$ cat config.mk
export PLATFORM = sky130hd
export DESIGN_NAME = vga_timing_gen
export DESIGN_NICKNAME = d
export VERILOG_FILES = /design/src/rtl/vga_timing_gen.sv
export SDC_FILE = /design/constraint.sdc
export NUM_CORES = 1
export LEC_CHECK = 0
export CORE_MARGIN = 2
export CORE_UTILIZATION = 50
export CTS_BUF_LIST = sky130_fd_sc_hd__clkbuf_16
export DETAILED_ROUTE_END_ITERATION = 16
export GPL_ROUTABILITY_DRIVEN = 1
export PLACE_DENSITY = 0.78
export SYNTH_ARGS = -nofsm -noshare
export SYNTH_HDL_FRONTEND = slang
export SYNTH_SLANG_ARGS = --single-unit
$ cat constraint.sdc
create_clock -name clk_25 -period 2.7 [get_ports clk_25]
set_clock_uncertainty 0.2 [all_clocks]
set_input_delay 0.81 -clock clk_25 [delete_from_list [all_inputs] [get_ports clk_25]]
set_output_delay 0.81 -clock clk_25 [all_outputs]
set_load 0.02 [all_outputs]
$ cat src/rtl/vga_timing_gen.sv
// VGA raster timing generator: counters, sync/vde decode and registered coordinate outputs.
// Optional colour-bar test pattern is built when VGA_TEST_PATTERN_EN is defined; otherwise RGB is constant 0.
module vga_timing_gen #(
    parameter int unsigned H_ACTIVE   = 640,
    parameter int unsigned H_FP       = 16,
    parameter int unsigned H_SYNC     = 96,
    parameter int unsigned H_BP       = 48,
    parameter int unsigned V_ACTIVE   = 480,
    parameter int unsigned V_FP       = 10,
    parameter int unsigned V_SYNC     = 2,
    parameter int unsigned V_BP       = 33,
    parameter bit          H_SYNC_POL = 1'b0,
    parameter bit          V_SYNC_POL = 1'b0,
    parameter int unsigned CNT_W      = 10
) (
    input  logic             clk_25,
    input  logic             reset_n,
    input  logic             enable,
    output logic             vga_hsync,
    output logic             vga_vsync,
    output logic             vga_vde,
    output logic [CNT_W-1:0] pixel_x,
    output logic [CNT_W-1:0] pixel_y,
    output logic             line_start,
    output logic             frame_start,
    output logic [3:0]       vga_r,
    output logic [3:0]       vga_g,
    output logic [3:0]       vga_b
);

    localparam int unsigned H_TOTAL = H_ACTIVE + H_FP + H_SYNC + H_BP;
    localparam int unsigned V_TOTAL = V_ACTIVE + V_FP + V_SYNC + V_BP;

    localparam logic [CNT_W-1:0] H_MAX     = CNT_W'(H_TOTAL - 1);
    localparam logic [CNT_W-1:0] V_MAX     = CNT_W'(V_TOTAL - 1);
    localparam logic [CNT_W-1:0] H_ACT     = CNT_W'(H_ACTIVE);
    localparam logic [CNT_W-1:0] V_ACT     = CNT_W'(V_ACTIVE);
    localparam logic [CNT_W-1:0] H_SYNC_B  = CNT_W'(H_ACTIVE + H_FP);
    localparam logic [CNT_W-1:0] H_SYNC_E  = CNT_W'(H_ACTIVE + H_FP + H_SYNC);
    localparam logic [CNT_W-1:0] V_SYNC_B  = CNT_W'(V_ACTIVE + V_FP);
    localparam logic [CNT_W-1:0] V_SYNC_E  = CNT_W'(V_ACTIVE + V_FP + V_SYNC);

    logic [CNT_W-1:0] r_h;
    logic [CNT_W-1:0] r_v;
    logic             w_h_wrap;
    logic             w_vde;
    logic             w_hs_act;
    logic             w_vs_act;

    logic             r_hsync;
    logic             r_vsync;
    logic             r_vde;
    logic [CNT_W-1:0] r_px;
    logic [CNT_W-1:0] r_py;
    logic             r_line_start;
    logic             r_frame_start;

    assign w_h_wrap = (r_h == H_MAX);
    assign w_vde    = (r_h < H_ACT) && (r_v < V_ACT);
    assign w_hs_act = (r_h >= H_SYNC_B) && (r_h < H_SYNC_E);
    assign w_vs_act = (r_v >= V_SYNC_B) && (r_v < V_SYNC_E);

    // Wrap by compare, so counters never overflow regardless of CNT_W headroom.
    always_ff @(posedge clk_25 or negedge reset_n) begin
        if (!reset_n) begin
            r_h <= '0;
            r_v <= '0;
        end else if (enable) begin
            if (w_h_wrap) begin
                r_h <= '0;
                r_v <= (r_v == V_MAX) ? '0 : r_v + 1'b1;
            end else begin
                r_h <= r_h + 1'b1;
            end
        end
    end

    // Every output is registered from the same (h,v) so they stay mutually aligned.
    always_ff @(posedge clk_25 or negedge reset_n) begin
        if (!reset_n) begin
            r_hsync       <= ~H_SYNC_POL;
            r_vsync       <= ~V_SYNC_POL;
            r_vde         <= 1'b0;
            r_px          <= '0;
            r_py          <= '0;
            r_line_start  <= 1'b0;
            r_frame_start <= 1'b0;
        end else begin
            r_hsync       <= w_hs_act ? H_SYNC_POL : ~H_SYNC_POL;
            r_vsync       <= w_vs_act ? V_SYNC_POL : ~V_SYNC_POL;
            r_vde         <= w_vde;
            r_px          <= r_h;
            r_py          <= r_v;
            r_line_start  <= enable && (r_h == '0);
            r_frame_start <= enable && (r_h == '0) && (r_v == '0);
        end
    end

    assign vga_hsync   = r_hsync;
    assign vga_vsync   = r_vsync;
    assign vga_vde     = r_vde;
    assign pixel_x     = r_px;
    assign pixel_y     = r_py;
    assign line_start  = r_line_start;
    assign frame_start = r_frame_start;

`ifdef VGA_TEST_PATTERN_EN
    localparam logic [CNT_W-1:0] BAR_LAST = CNT_W'(H_ACTIVE / 8 - 1);

    logic [CNT_W-1:0] r_bar_px;
    logic [2:0]       r_bar_idx;
    logic [3:0]       r_red;
    logic [3:0]       r_grn;
    logic [3:0]       r_blu;

    // Bar position tracks r_h exactly; beyond the active area the index is don't-care (masked by vde).
    always_ff @(posedge clk_25 or negedge reset_n) begin
        if (!reset_n) begin
            r_bar_px  <= '0;
            r_bar_idx <= '0;
        end else if (enable) begin
            if (w_h_wrap) begin
                r_bar_px  <= '0;
                r_bar_idx <= '0;
            end else if (r_bar_px == BAR_LAST) begin
                r_bar_px  <= '0;
                r_bar_idx <= r_bar_idx + 1'b1;
            end else begin
                r_bar_px  <= r_bar_px + 1'b1;
            end
        end
    end

    always_ff @(posedge clk_25 or negedge reset_n) begin
        if (!reset_n) begin
            r_red <= '0;
            r_grn <= '0;
            r_blu <= '0;
        end else begin
            r_red <= w_vde ? {4{~r_bar_idx[1]}} : 4'd0;
            r_grn <= w_vde ? {4{~r_bar_idx[2]}} : 4'd0;
            r_blu <= w_vde ? {4{~r_bar_idx[0]}} : 4'd0;
        end
    end

    assign vga_r = r_red;
    assign vga_g = r_grn;
    assign vga_b = r_blu;
`else
    assign vga_r = 4'd0;
    assign vga_g = 4'd0;
    assign vga_b = 4'd0;
`endif

endmodule

==> impl_metrics.csv <==
group,metric,value,unit
clocking,numCtsBuffers,5,
synth,synth_top_family_by_area,"simple AND/OR/NAND/NOR gates",
timing,tightest_slew,0.782,ns
finish,multi_input_area,717,um2
global_route,grt_first_pass_wirelength,6030,um
power,switching_share,26.6,%
global_route,overflow,0,
power,combPwrFrac,16.0,%
clocking,cts.sinks,45,
timing,finalSetupViolations,0,
flow_run,maxCapViolCount,0,
clocking,clock_latency,0.27,ns
synth,synth_area,1970,um2
setup_path,cp_top_family,"buffers and inverters",
setup_path,arrival,2.57,ns
synth,synthFlopType,"dfrtp_1",
placement,port_buffers,27,
die,rows,22,
timing,post-route-period-util,96.7,%
clocking,tritoncts,"done",
die,die_y,66.7,um
finish,final_net_count,206,
power,ir_drop,0.000682,V
setup_path,cp_cell_sequence,"clkdlybuf4s50_1, nand2_1, or4_4, buf_4, o31a_1, a31o_1",
synth,synth_cells,163,
run_status,status,"complete, no violations",
clocking,cts.clk_slew.worst_paths,0.05,ns
finish,drive_gt1_share,15.0,%
setup_path,crit_buf_inv,2,
route,drc,0,
setup_path,worstSetupStartpointType,"input port",
setup_path,cp.required,2.66,ns
synth,avgSynthCellArea,12.1,um2
synth,yosys.area_share.adder,2.54,%
timing,slew_violations,0,
finish,seqCellArea,1130,um2
route,first_iter_violations,51,
power,finalPower,1.63,mW
timing,slew_headroom,47.9,%
power,p_int,1.20,mW
setup_path,max_stage_delay,0.55,ns
global_route,grt_start_max_net_pins,39,
timing,hold_violations,0,
global_route,grt_pass1_vias,1308,
synth,ys_warn_count,0,
route,vias,1352,
placement,gp_congestion,0.870,
power,seqPwrFrac,50.7,%
placement,hpwl,2550,um
synth,synth.distinct_cells,47,
route,dr.pass1.iters,4,
die,core_area,3720,um2
die,start_util,52.9,%
die,die_area,4450,um2
setup_path,endpoint_kind,"flop",
synth,ys_ff_latch,45,
route,antenna_left,0,
finish,final_core_util,64.5,%
finish,area_growth,21.9,%
synth,synth_largest_area_cell,"dfrtp_1",
die,io_pins,40,
power,leakage,1.09,nW
synth,synthMuxAreaShare,2.23,%
die,dieWidth,66.7,um
hold_path,min_path_type,"reg2reg",
timing,clock.fmax,0.383,GHz
clocking,cts_root_buf,"clkbuf_16",
synth,synth_seq_area_share,57.4,%
route,routedWlPerCell,14.0,um
timing,period_needed,2.61,ns
finish,fill_cells,283,
power,clkPwrFrac,33.4,%
route,drt-total-wl,3470,um
synth,synth_xor_area_share,3.56,%
synth,synth_top_area_share,54.7,%
route,vias_per_cell,5.45,
finish,diodes,0,
synth,yosys.area_share.simple,19.0,%
setup_path,crit_path_max_fanout,5,
synth,postSynth.asyncResetShare,100,%
clocking,ctsHtreeMaxLevel,2,
power,power.density,681,nW/um2
clocking,clk_path_buf_depth,2,
synth,synth_compound_area_share,6.49,%
synth,yosys-top-cells-area,"dfrtp_1 (55%), buf_4 (5.0%), dfstp_2 (2.7%)",
synth,synth_edf_count,0,
setup_path,r2r_slack,0.39,ns
setup_path,crit_path_top_delay_cell,"or4_4",
setup_path,critical_path_class,"in2reg",
global_route,antenna_found_initial,0,
global_route,track_usage,18.2,%
power,p_sw,0.434,mW
timing,grt_setup_unrepaired,"no",
-- repair_timing --
action / in CTS / in global routing
gates resized for setup: 0 / 1
hold buffers: 0 / 0
setup endpoints to repair: 0 / 1
setup buffers: 0 / 0
-- synth_stat cells, drive strengths merged, types with 2 or more instances --
library cell	number
dfrtp	43
and2	2
a22o	2
o21ai	5
mux2	3
nor3	6
nand3	8
xor2	3
and4	2
xnor2	5
nor4b	3
nand2	12
a31oi	2
buf	17
nor4	4
dfstp	2
nand4	2
or4	3
and3	4
ha	4
inv	6
nor2	7
-- power by group through the flow --
stage / Sequential, mW / Combinational, mW / Clock [mW]
after CTS: 0.824 / 0.262 / 0.557
after global routing: 0.838 / 0.280 / 0.596
after floorplan: 0.847 / 0.138 / 0
after detailed placement: 0.836 / 0.259 / 0
final: 0.827 / 0.260 / 0.544
after global placement: 0.829 / 0.250 / 0
-- registers in the layout (all words and copies together) (netlist names) --
signal	count
pixel_y	10
vga_hsync	1
line_start	1
vga_vde	1
frame_start	1
r_h	10
r_v	10
pixel_x	10
vga_vsync	1
-- area by class of cell --
| cell class | count | area share (%) |
|---|---|---|
| sequential | 45 | 47.1 |
| multi-input combinational | 105 | 29.9 |
| timing repair buffer | 36 | 13.9 |
| clock buffer | 5 | 5.22 |
| tap | 48 | 2.51 |
| inverter | 6 | 0.939 |
| clock inverter | 3 | 0.470 |
-- final timing paths --
check | cells after the start | start | endpoint
worst max-delay path | 6 | enable | r_v[9]
worst min-delay path | 0 | r_v[0] | pixel_y[0]
worst max register to register | 5 | r_h[5] | r_v[9]
worst min register to register | 0 | r_v[0] | pixel_y[0]
max in group asynchronous | 2 | reset_n | pixel_x[2]
min in group asynchronous | 1 | reset_n | pixel_x[3]
-- cells by family (layout without fill, tap and decap cells) --
family / count (synthesis) / count (layout)
AO/OA/AOI/OAI: 18 / 18
adder cells (fa/ha/maj): 4 / 4
XOR/XNOR: 8 / 8
AND/OR/NAND/NOR: 59 / 59
buffers and inverters: 24 / 50
multiplexers: 4 / 4
flip-flops: 45 / 45
other: 1 / 12
-- placed cells by master, fill, tap and decap left out, types with 2 or more instances in the layout --
cell type | synthesis | routed
nand2_1 | 12 | 12
and3_1 | 3 | 3
ha_1 | 4 | 4
buf_4 | 13 | 9
nor4b_1 | 3 | 3
and4_1 | 2 | 2
nor3_1 | 5 | 5
a31oi_1 | 2 | 2
dfrtp_1 | 43 | 43
nor2_1 | 7 | 7
clkbuf_16 | 0 | 5
dfstp_2 | 2 | 2
o21ai_0 | 5 | 5
xor2_1 | 3 | 3
or4_1 | 2 | 2
inv_1 | 6 | 9
nand4_1 | 2 | 2
xnor2_1 | 5 | 5
mux2_2 | 3 | 3
clkdlybuf4s50_1 | 0 | 26
nor4_1 | 3 | 2
conb_1 | 1 | 12
nand3_1 | 8 | 8
-- stage by stage --
stage               hold slack, ns  setup WS [ns]  area, um2  instances  TNS [ns]
finish                       0.231         0.0889       2400        248         0
global route                 0.249         0.0219       2400        248         0
CTS                          0.232         0.0678       2390        248         0
detailed placement           0.219         -0.219       2250        240    -0.738
global placement             0.206         -0.164       2250        240    -0.461
floorplan                    0.152          0.191       2010        174         0
-- metal layers --
layer  vias to the layer above  wire [um]  GRT usage [%]
met3                        12        188           5.41
met4                         0         65           6.89
met2                        63       1860           31.9
met1                       657       1360           20.8
met5                         -          0              0
li1                        620          -              -
(Power assumes the default switching activity.)
